### src/rtl/mem_arbiter.sv
// Two-master memory arbiter: one access per two cycles, alternating priority with an
// optional locked burst, and a read-return pulse routed back to the issuing master.
module mem_arbiter #(
    parameter int ADDR_W    = 9,
    parameter int DATA_W    = 16,
    parameter int MAX_BURST = 4
) (
    input  logic              clk,
    input  logic              reset,

    input  logic              m0_req,
    input  logic [1:0]        m0_cmd,
    input  logic [ADDR_W-1:0] m0_addr,
    input  logic [DATA_W-1:0] m0_wdata,
    input  logic              m0_lock,
    output logic              m0_gnt,
    output logic              m0_rvalid,
    output logic [DATA_W-1:0] m0_rdata,

    input  logic              m1_req,
    input  logic [1:0]        m1_cmd,
    input  logic [ADDR_W-1:0] m1_addr,
    input  logic [DATA_W-1:0] m1_wdata,
    input  logic              m1_lock,
    output logic              m1_gnt,
    output logic              m1_rvalid,
    output logic [DATA_W-1:0] m1_rdata,

    output logic [1:0]        mem_cmd,
    output logic [ADDR_W-1:0] mem_addr,
    output logic [DATA_W-1:0] mem_wdata,
    input  logic [DATA_W-1:0] mem_rdata
);

    localparam int              BW        = $clog2(MAX_BURST + 1);
    localparam logic [BW-1:0]   BURST_MAX = BW'(MAX_BURST);
    localparam logic [1:0]      CMD_NONE  = 2'b00;
    localparam logic [1:0]      CMD_RD    = 2'b01;
    localparam logic [1:0]      CMD_WR    = 2'b10;

    typedef enum logic {IDLE, ISSUE} state_t;

    state_t            state;
    state_t            state_nxt;

    logic              elig0;
    logic              elig1;
    logic              grant;
    logic              win_nxt;
    logic              win_lock;
    logic              last_win;
    logic [BW-1:0]     burst_cnt;
    logic [BW-1:0]     burst_nxt;

    logic              win_p1;
    logic [1:0]        cmd_p1;
    logic [ADDR_W-1:0] addr_p1;
    logic [DATA_W-1:0] wdata_p1;
    logic              gnt0_p1;
    logic              gnt1_p1;
    logic              rvld0_p2;
    logic              rvld1_p2;

    function automatic logic is_access(input logic [1:0] cmd);
        return (cmd == CMD_RD) || (cmd == CMD_WR);
    endfunction

    assign elig0 = m0_req && is_access(m0_cmd);
    assign elig1 = m1_req && is_access(m1_cmd);

    always_comb begin
        state_nxt = state;
        grant     = 1'b0;
        win_nxt   = last_win;
        win_lock  = 1'b0;
        burst_nxt = burst_cnt;
        case (state)
            IDLE: begin
                if (elig0 || elig1) begin
                    grant     = 1'b1;
                    state_nxt = ISSUE;
                    if (elig0 && elig1) begin
                        // the previous winner keeps the port only while its locked burst lasts
                        if ((last_win ? m1_lock : m0_lock) && (burst_cnt < BURST_MAX))
                            win_nxt = last_win;
                        else
                            win_nxt = ~last_win;
                    end else begin
                        win_nxt = elig1;
                    end
                    win_lock = win_nxt ? m1_lock : m0_lock;
                    if (!win_lock)
                        burst_nxt = '0;
                    else if (win_nxt != last_win)
                        burst_nxt = BW'(1);
                    else if (burst_cnt < BURST_MAX)
                        burst_nxt = burst_cnt + BW'(1);
                end
            end
            ISSUE:   state_nxt = IDLE;
            default: state_nxt = IDLE;
        endcase
    end

    always_ff @(posedge clk or negedge reset) begin
        if (!reset) begin
            state     <= IDLE;
            last_win  <= 1'b1;
            burst_cnt <= '0;
            win_p1    <= 1'b0;
            cmd_p1    <= CMD_NONE;
            addr_p1   <= '0;
            wdata_p1  <= '0;
            gnt0_p1   <= 1'b0;
            gnt1_p1   <= 1'b0;
            rvld0_p2  <= 1'b0;
            rvld1_p2  <= 1'b0;
        end else begin
            state <= state_nxt;
            // p1 -> p2: read data returns the cycle after the issue
            rvld0_p2 <= (state == ISSUE) && (cmd_p1 == CMD_RD) && !win_p1;
            rvld1_p2 <= (state == ISSUE) && (cmd_p1 == CMD_RD) &&  win_p1;
            // arbitration -> p1: the winner's access is presented for one cycle
            if (grant) begin
                last_win  <= win_nxt;
                burst_cnt <= burst_nxt;
                win_p1    <= win_nxt;
                cmd_p1    <= win_nxt ? m1_cmd   : m0_cmd;
                addr_p1   <= win_nxt ? m1_addr  : m0_addr;
                wdata_p1  <= win_nxt ? m1_wdata : m0_wdata;
                gnt0_p1   <= !win_nxt;
                gnt1_p1   <=  win_nxt;
            end else begin
                cmd_p1    <= CMD_NONE;
                gnt0_p1   <= 1'b0;
                gnt1_p1   <= 1'b0;
            end
        end
    end

    assign mem_cmd   = cmd_p1;
    assign mem_addr  = addr_p1;
    assign mem_wdata = wdata_p1;
    assign m0_gnt    = gnt0_p1;
    assign m1_gnt    = gnt1_p1;
    assign m0_rvalid = rvld0_p2;
    assign m1_rvalid = rvld1_p2;
    assign m0_rdata  = mem_rdata;
    assign m1_rdata  = mem_rdata;

endmodule

### config.mk
export PLATFORM = sky130hd
export DESIGN_NAME = mem_arbiter
export DESIGN_NICKNAME = d
export VERILOG_FILES = /design/src/rtl/mem_arbiter.sv
export SDC_FILE = /design/constraint.sdc
export NUM_CORES = 1
export LEC_CHECK = 0
export BUFFER_PORTS_ARGS = -buffer_cell sky130_fd_sc_hd__buf_2
export CORE_MARGIN = 2
export CORE_UTILIZATION = 43
export DETAILED_ROUTE_END_ITERATION = 16
export PLACE_DENSITY = 0.87
export SETUP_SLACK_MARGIN = 0.15
export SLEW_MARGIN = 20
export SYNTH_ARGS = -nofsm -noshare
export SYNTH_HDL_FRONTEND = slang
export SYNTH_SLANG_ARGS = --single-unit
### constraint.sdc
create_clock -name clk -period 4.2 [get_ports clk]
set_clock_uncertainty 0.15 [all_clocks]
set_input_delay 1.26 -clock clk [delete_from_list [all_inputs] [get_ports clk]]
set_output_delay 1.26 -clock clk [all_outputs]
set_load 0.02 [all_outputs]
After elaboration in Yosys (flattened, before gate mapping)
Cells that the tools add are included.
{"block": "word_totals", "regBits": 37, "output_inout_bits": 63, "wordCells": 55, "input_bits": 76}
{"block": "classes", "bitwise_logic": 2, "addsub": 1, "n_eq_ne": 7, "n_reduce_logical": 13, "mux": 20, "magnitude_cmp": 1}
{"cell": "$mux 16", "count": 1}
{"cell": "$mux 1", "count": 12}
{"cell": "$mux 3", "count": 3}
{"cell": "$mux 9", "count": 1}
{"cell": "$logic_and 1x1->1", "count": 7}
{"cell": "$eq 2x1->1 const B", "count": 3}
{"cell": "$eq 2x2->1 const B", "count": 2}
{"cell": "$mux 2", "count": 2}
{"cell": "$reduce_and 4->1", "count": 1}
{"cell": "$add 3x1->3 const B", "count": 1}
{"cell": "$logic_or 1x1->1", "count": 3}
{"cell": "$lt 3x3->1 const B", "count": 1}
{"cell": "$ne 3x2->1 const B", "count": 1}
{"cell": "$logic_not 1->1", "count": 2}
{"cell": "$not 1->1", "count": 2}
{"cell": "$pmux 1 s2", "count": 1}
{"cell": "$ne 1x1->1", "count": 1}

Logic depth before layout (Yosys ltp)
Gate-level depths: netlist of the first run.
{"block": "depth", "ltp_word": 11, "depth_mapped": 8}

Least setup slack after synthesis of the first run
Ideal clock, no wire load.
{"block": "synth_timing", "path_kind": "input -> output", "from": "in mem_rdata[0]", "to": "out m0_rdata[0]", "required_ns": 2.790, "arrival_ns": 1.394, "slack_ns": 1.396, "stages": 1, "cell_sequence": "buf_4"}
{"element": "start: declaration", "line": "32", "source": "input logic [DATA_W-1:0] mem_rdata"}
{"element": "end: declaration", "line": "18", "source": "output logic [DATA_W-1:0] m0_rdata,"}
No word-level cell between the ends.

Worst setup path in the final report of the first run
{"block": "layout_timing", "from": "in m1_cmd[0]", "to": "reg addr_p1[7], in the netlist mem_addr[7]"}
{"block": "layout_between", "elab_chain_len": 10, "elab_cells_between_ends": 14, "cone_classes": "eq/ne: 2; mux: 8; reduce/logical: 4"}
{"element": "start: declaration", "line": "21", "source": "input logic [1:0] m1_cmd,"}
{"element": "$eq 2x1->1 or $eq 2x2->1 (tied branches)", "line": "65", "source": "return (cmd == CMD_RD) || (cmd == CMD_WR);"}
{"element": "$logic_or 1x1->1 *", "line": "65"}
{"element": "$logic_and 1x1->1 *", "line": "69", "source": "assign elig1 = m1_req && is_access(m1_cmd);"}
{"element": "$logic_and 1x1->1", "line": "82", "source": "if (elig0 && elig1) begin"}
{"element": "$mux 1", "line": "82"}
{"element": "$mux 1", "line": "79", "source": "if (elig0 || elig1) begin"}
{"element": "$mux 1", "line": "77", "source": "case (state)"}
{"element": "$mux 1", "line": "79"}
{"element": "$mux 1", "line": "77"}
{"element": "$mux 9", "line": "129", "source": "addr_p1 <= win_nxt ? m1_addr : m0_addr;"}
{"element": "end signal: assignment", "line": "129"}
{"element": "end: declaration", "line": "57", "source": "logic [ADDR_W-1:0] addr_p1;"}
Mark *: on every way between the ends. The rest lies on a longest branch, timed or not. The select of a mux whose other input is x is not followed.
A chain may end at the register's enable or synchronous reset.

==> results of run 1 <==
==> logic make-up after synthesis <==
group	synth area share
buffers and inverters	0.217
AOI/OAI and AO/OA	0.208
DFF	0.491
and+or+nand+nor	0.0637
xor gates and xnor gates	0.0133
adders and majority gates	0.00663
==> through the flow <==
stage | setup slack (ps) | instances
after global routing | 1230 | 286
after global placement | 1190 | 278
after CTS | 1390 | 286
final | 1390 | 286
after detailed placement | 1080 | 278
after floorplan | 1400 | 178
==> synth_stat cells <==
cell type  count
a211oi_1       1
dfrtp_1       36
dfstp_2        1
a211o_1        2
a22o_1         2
a21o_1         1
o21ai_0        4
a21oi_1        5
clkbuf_1       4
nand2_1        6
a221oi_1       1
o21bai_1       1
nor2_1         5
o211ai_1       1
a222oi_1      25
ha_1           1
a32oi_1        1
nand3b_1       1
nor2b_1        3
nand3_1        2
buf_2          6
and4b_1        1
and3_4         1
o2111ai_2      1
xor2_1         1
buf_6          2
nor4b_1        1
and2_1         2
buf_4         32
xor2_2         1
inv_1         27
==> routing by layer <==
metal	vias to the layer above	wire [um]
met2	61	2120
met4	0	25
met1	736	1620
met3	4	290
met5	-	0
li1	716	-
==> how the worst max path moves through the flow <==
| stage | startpoint | end | cells past startpoint |
|---|---|---|---|
| after floorplan | mem_rdata[0] | m0_rdata[0] | 1 |
| after global placement | m1_cmd[0] | mem_addr[7] | 7 |
| after detailed placement | m1_cmd[0] | mem_addr[7] | 7 |
| after CTS | m1_cmd[0] | mem_addr[7] | 7 |
| after global routing | m1_cmd[0] | mem_addr[8] | 7 |
| final | m1_cmd[0] | mem_addr[7] | 7 |
==> sequential cells by signal, summed over array words and instances (netlist names) <==
name / cells
m0_gnt: 1
state: 1
mem_wdata: 16
m1_gnt: 1
last_win: 1
mem_addr: 9
m1_rvalid: 1
win_p1: 1
m0_rvalid: 1
burst_cnt: 3
mem_cmd: 2
==> report_power, final <==
group | internal (mW) | switching (mW) | leakage [nW] | total (mW)
clock | 0.115 | 0.114 | 0.0450 | 0.229
combinational | 0.158 | 0.249 | 0.745 | 0.407
sequential | 0.456 | 0.0701 | 0.463 | 0.527
==> area by class of cell <==
type	instances	area, sq um
fillers	394	2090
multi-input cells	70	562
flip-flops and latches	37	927
clock inverters	2	10.0
repair buffers	92	465
well taps	52	65.1
clock buffers	6	72.6
inverters	27	101
==> run_results.csv, run 1 <==
group,metric,value,unit
layout,final_common_cell,"buf_2",
run_status,status,"complete, no violations",
layout,post_route_cells_drive_above_1_share,0.449,
timing,tightest_slew,791,ps
global_route,met3_usage,0.0519,
critical_path,worstReg2RegEnd,"mem_addr[7]",
clock_network,cts_tree,"done",
layout,final_cell_mix,"90 x buf_2, 36 x dfrtp_1, 27 x inv_1",
timing,period_share,0.669,
logic_synthesis,synth.top_cell.area_share,0.477,
timing,hold_viol,0,
placed_design,dp_hpwl,2950,um
global_route,track_usage,0.164,
layout,diodes,0,
global_route,antenna_found_initial,0,
detailed_routing,wirelength,4060,um
logic_synthesis,synth_area,0.00189,sq mm
timing,hold_ws,317,ps
layout,design_area,0.00220,sq mm
detailed_routing,dr.first_iter.drc_count,212,
critical_path,r2r_cells,6,
global_route,overflow,0,
global_route,use_met1,0.201,
detailed_routing,dr.pass1.iters,5,
clock_network,cts_resized,0,
layout,final_core_util,0.513,
logic_synthesis,yosys-top-cells-area,"dfrtp_1 48%, a222oi_1 13%, buf_4 13%, inv_1 5.4%, buf_2 1.6%",
critical_path,crit_slowest_cell,"a222oi_1",
critical_path,r2r_start,"burst_cnt[2]",
detailed_routing,num_vias,1517,
critical_path,critical_path_class,"input port to register",
critical_path,ff2ff_setup_slack,2070,ps
global_route,grt_pass1_wl,6450,um
clock_network,ctsRootBufferMaster,"clkbuf_8",
critical_path,crit_buf_inv,3,
min_path,hp-class,"register to register",
logic_synthesis,ys_ff_latch,37,
timing,period_minus_slack,2810,ps
detailed_routing,drt.antenna.violating_nets,0,
power,power,1.16,mW
clock_network,clkSinkCount,37,
logic_synthesis,yosysWarnings,0,
die,fp.coreArea,0.00429,sq mm
timing,setup_viol,0,
critical_path,cp_data_required_time,4200,ps
min_path,min_to,"m0_rvalid",
logic_synthesis,synth_area_per_cell,10.6,sq um
logic_synthesis,syn-num-nets,255,
die,row_count,24,
placed_design,port_buffers,90,
logic_synthesis,syn_inst,178,
flow_run,max-cap-violations,0,
critical_path,cp_max_fo,20,
logic_synthesis,synthDistinctLibCells,31,
clock_network,clock_latency,280,ps
critical_path,worst_setup_path_start_kind,"input port",
critical_path,arrival,2810,ps
detailed_routing,drt-wirelength-per-cell,14.2,um
detailed_routing,viasPerCell,5.30,
layout,layout.nets,310,
timing,fmax,0.356,GHz
clock_network,cts_max_path_buffers,2,
global_route,grt_pass1_vias,1470,
die,die_area,0.00493,sq mm
clock_network,cts.clk_slew.worst_paths,70,ps
power,ir_drop,335,uV
placed_design,placed_area,0.00212,sq mm
global_route,busiest_layer,"met2",
die,io-pin-count,139,
die,die_h,70.2,um
die,die_x,70.2,um
critical_path,max_stage_delay,330,ps
timing,maxSlewViolCount,0,
clock_network,numCtsBuffers,5,
global_route,use_met2,0.270,
min_path,hold_start,"win_p1",
layout,syn_to_final_growth,16.8,%
global_route,grt_max_degree,38,
clock_network,htreeDepth,2,
critical_path,worstPathCellList,"buf_2 > xor2_1 > and2_1 > a21oi_2 > buf_4 > a222oi_1 > inv_1",
min_path,holdPathStages,1,
timing,slew_headroom,0.472,
critical_path,path_delay_family,"compound AO/OA/AOI/OAI gates",
clock_network,cts_setup_buffers,0,
placed_design,gp_congestion,0.801,
power,leakagePower,1.25,nW
timing,fin_tns_setup,0,ps
logic_synthesis,ys_seq_area_frac,0.491,
die,initial_core_util,0.439,
power,power.density,527,mW/mm^2
critical_path,cp-end-kind,"register",
detailed_routing,drc,0,
timing,grt_setup_unrepaired,"false",
clock_network,cts_hold_buf,0,
logic_synthesis,yosys.area.top_type,"dfrtp_1",
(Power assumes the default switching activity.)
==> run 2: changes to the inputs <==
- CORE_UTILIZATION: 43 -> 36
- PLACE_DENSITY: 0.87 -> 0.78
- clock period: 4.2 -> 2.25 ns (I/O delays scaled with it)
==> run_results.csv, run 2 (same netlist as run 1, synthesis figures left out) <==
group,metric,value,unit
run_status,status,"complete, no violations",
detailed_routing,drt-wirelength-per-cell,14.0,um
global_route,grt_pass1_vias,1563,
power,power.density,1010,mW/mm^2
critical_path,arrival,1950,ps
die,die_h,76.4,um
detailed_routing,dr.pass1.iters,6,
placed_design,placed_area,0.00223,sq mm
die,io-pin-count,139,
timing,fin_tns_setup,0,ps
die,fp.coreArea,0.00507,sq mm
layout,layout.nets,317,
flow_run,max-cap-violations,0,
clock_network,htreeDepth,2,
layout,final_common_cell,"buf_2",
layout,design_area,0.00234,sq mm
critical_path,crit_slowest_cell,"a222oi_1",
global_route,track_usage,0.159,
clock_network,cts_max_path_buffers,2,
clock_network,cts.clk_slew.worst_paths,80,ps
placed_design,gp_congestion,0.806,
layout,post_route_cells_drive_above_1_share,0.469,
critical_path,worst_setup_path_start_kind,"input port",
timing,hold_viol,0,
die,row_count,26,
detailed_routing,wl_met2,2180,um
placed_design,dp_hpwl,3170,um
detailed_routing,viasPerCell,5.14,
die,die_x,76.4,um
timing,period_share,0.862,
timing,tightest_slew,468,ps
die,initial_core_util,0.372,
timing,period_minus_slack,1940,ps
power,ir_drop,495,uV
critical_path,cp-end-kind,"register",
critical_path,critical_path_class,"input port to register",
detailed_routing,drc,0,
global_route,overflow,0,
layout,nFillCells,503,
clock_network,numCtsBuffers,5,
clock_network,cts_resized,0,
timing,slew_headroom,0.688,
detailed_routing,maxUsedRoutingLayer,"met4",
global_route,grt_max_degree,38,
placed_design,port_buffers,90,
power,leakagePower,1.31,nW
detailed_routing,wl_met3,410,um
detailed_routing,dr.first_iter.drc_count,179,
min_path,hp-class,"input port to asynchronous set/reset pin",
clock_network,cts_hold_buf,0,
critical_path,crit_buf_inv,3,
timing,fmax,0.515,GHz
die,die_area,0.00584,sq mm
global_route,grt_pass1_wl,7400,um
critical_path,path_delay_family,"compound AO/OA/AOI/OAI gates",
global_route,antenna_found_initial,0,
critical_path,cp_data_required_time,2260,ps
clock_network,cts_tree,"done",
critical_path,max_stage_delay,310,ps
layout,final_cell_mix,"90 x buf_2, 36 x dfrtp_1, 27 x inv_1",
layout,syn_to_final_growth,23.9,%
detailed_routing,wirelength,4360,um
critical_path,cp_max_fo,21,
layout,largest_register_ffs,16,
clock_network,ctsRootBufferMaster,"clkbuf_8",
layout,diodes,0,
clock_network,clock_latency,290,ps
detailed_routing,drt.antenna.violating_nets,0,
detailed_routing,num_vias,1598,
timing,maxSlewViolCount,0,
timing,grt_setup_unrepaired,"false",
critical_path,worstPathCellList,"buf_2 > nor2b_1 > o21ai_0 > a21oi_2 > buf_12 > a222oi_1 > inv_1",
detailed_routing,wl_met1,1720,um
clock_network,cts_setup_buffers,0,
timing,setup_viol,0,
clock_network,clkSinkCount,37,
-- run 2: power by group --
group | internal [mW] | total [mW] | leakage [nW] | switching (mW)
clock | 0.333 | 0.573 | 0.0554 | 0.240
sequential | 0.851 | 0.983 | 0.463 | 0.131
combinational | 0.323 | 0.799 | 0.786 | 0.476
total | 1.51 | 2.35 | 1.31 | 0.847
-- run 2: layout make-up --
class,instances,area (sq um),area share
Timing Repair Buffer,99,531,0.227
Sequential cell,37,927,0.396
Inverter,27,101,0.0433
Tap cell,70,87.6,0.0375
Multi-Input combinational cell,70,581,0.248
Clock buffer,6,72.6,0.0310
Clock inverter,2,38.8,0.0166
-- run 2: metal layers --
metal,vias up,GRT usage
met5,-,0
met4,0,0.0600
met3,12,0.0545
met2,93,0.259
met1,763,0.196
li1,730,-
-- run 2: through the flow --
stage           util  setup WS (ps)  total power [mW]  hold slack (ps)  std cells
6_report       0.461            310              2.35              265        311
5_1_grt        0.461            182              2.52              311        311
4_1_cts        0.461            330              2.38              281        311
3_5_place_dp   0.439           17.9              1.80              310        303
3_3_place_gp   0.439           78.0              1.77              300        303
2_1_floorplan      -            129              1.56              229        178
-- run 2: worst paths after layout --
kind / slack, ps / start / cells past startpoint / end
min in group clk: 320 / mem_cmd[1] / 1 / m0_rvalid
max: 310 / m0_lock / 7 / mem_addr[0]
min: 260 / reset / 2 / m1_rvalid
min reg2reg: 320 / mem_cmd[1] / 1 / m0_rvalid
max in group asynchronous: 1330 / reset / 2 / last_win
max reg2reg: 320 / last_win / 6 / mem_addr[0]
-- run 2: worst reg2reg max path: stages, from the launching register on --
cell	delay, ps
dfstp_2	630
nand3b_1	130
o21ai_0	160
a21oi_2	150
buf_12	180
a222oi_1	320
inv_1	80
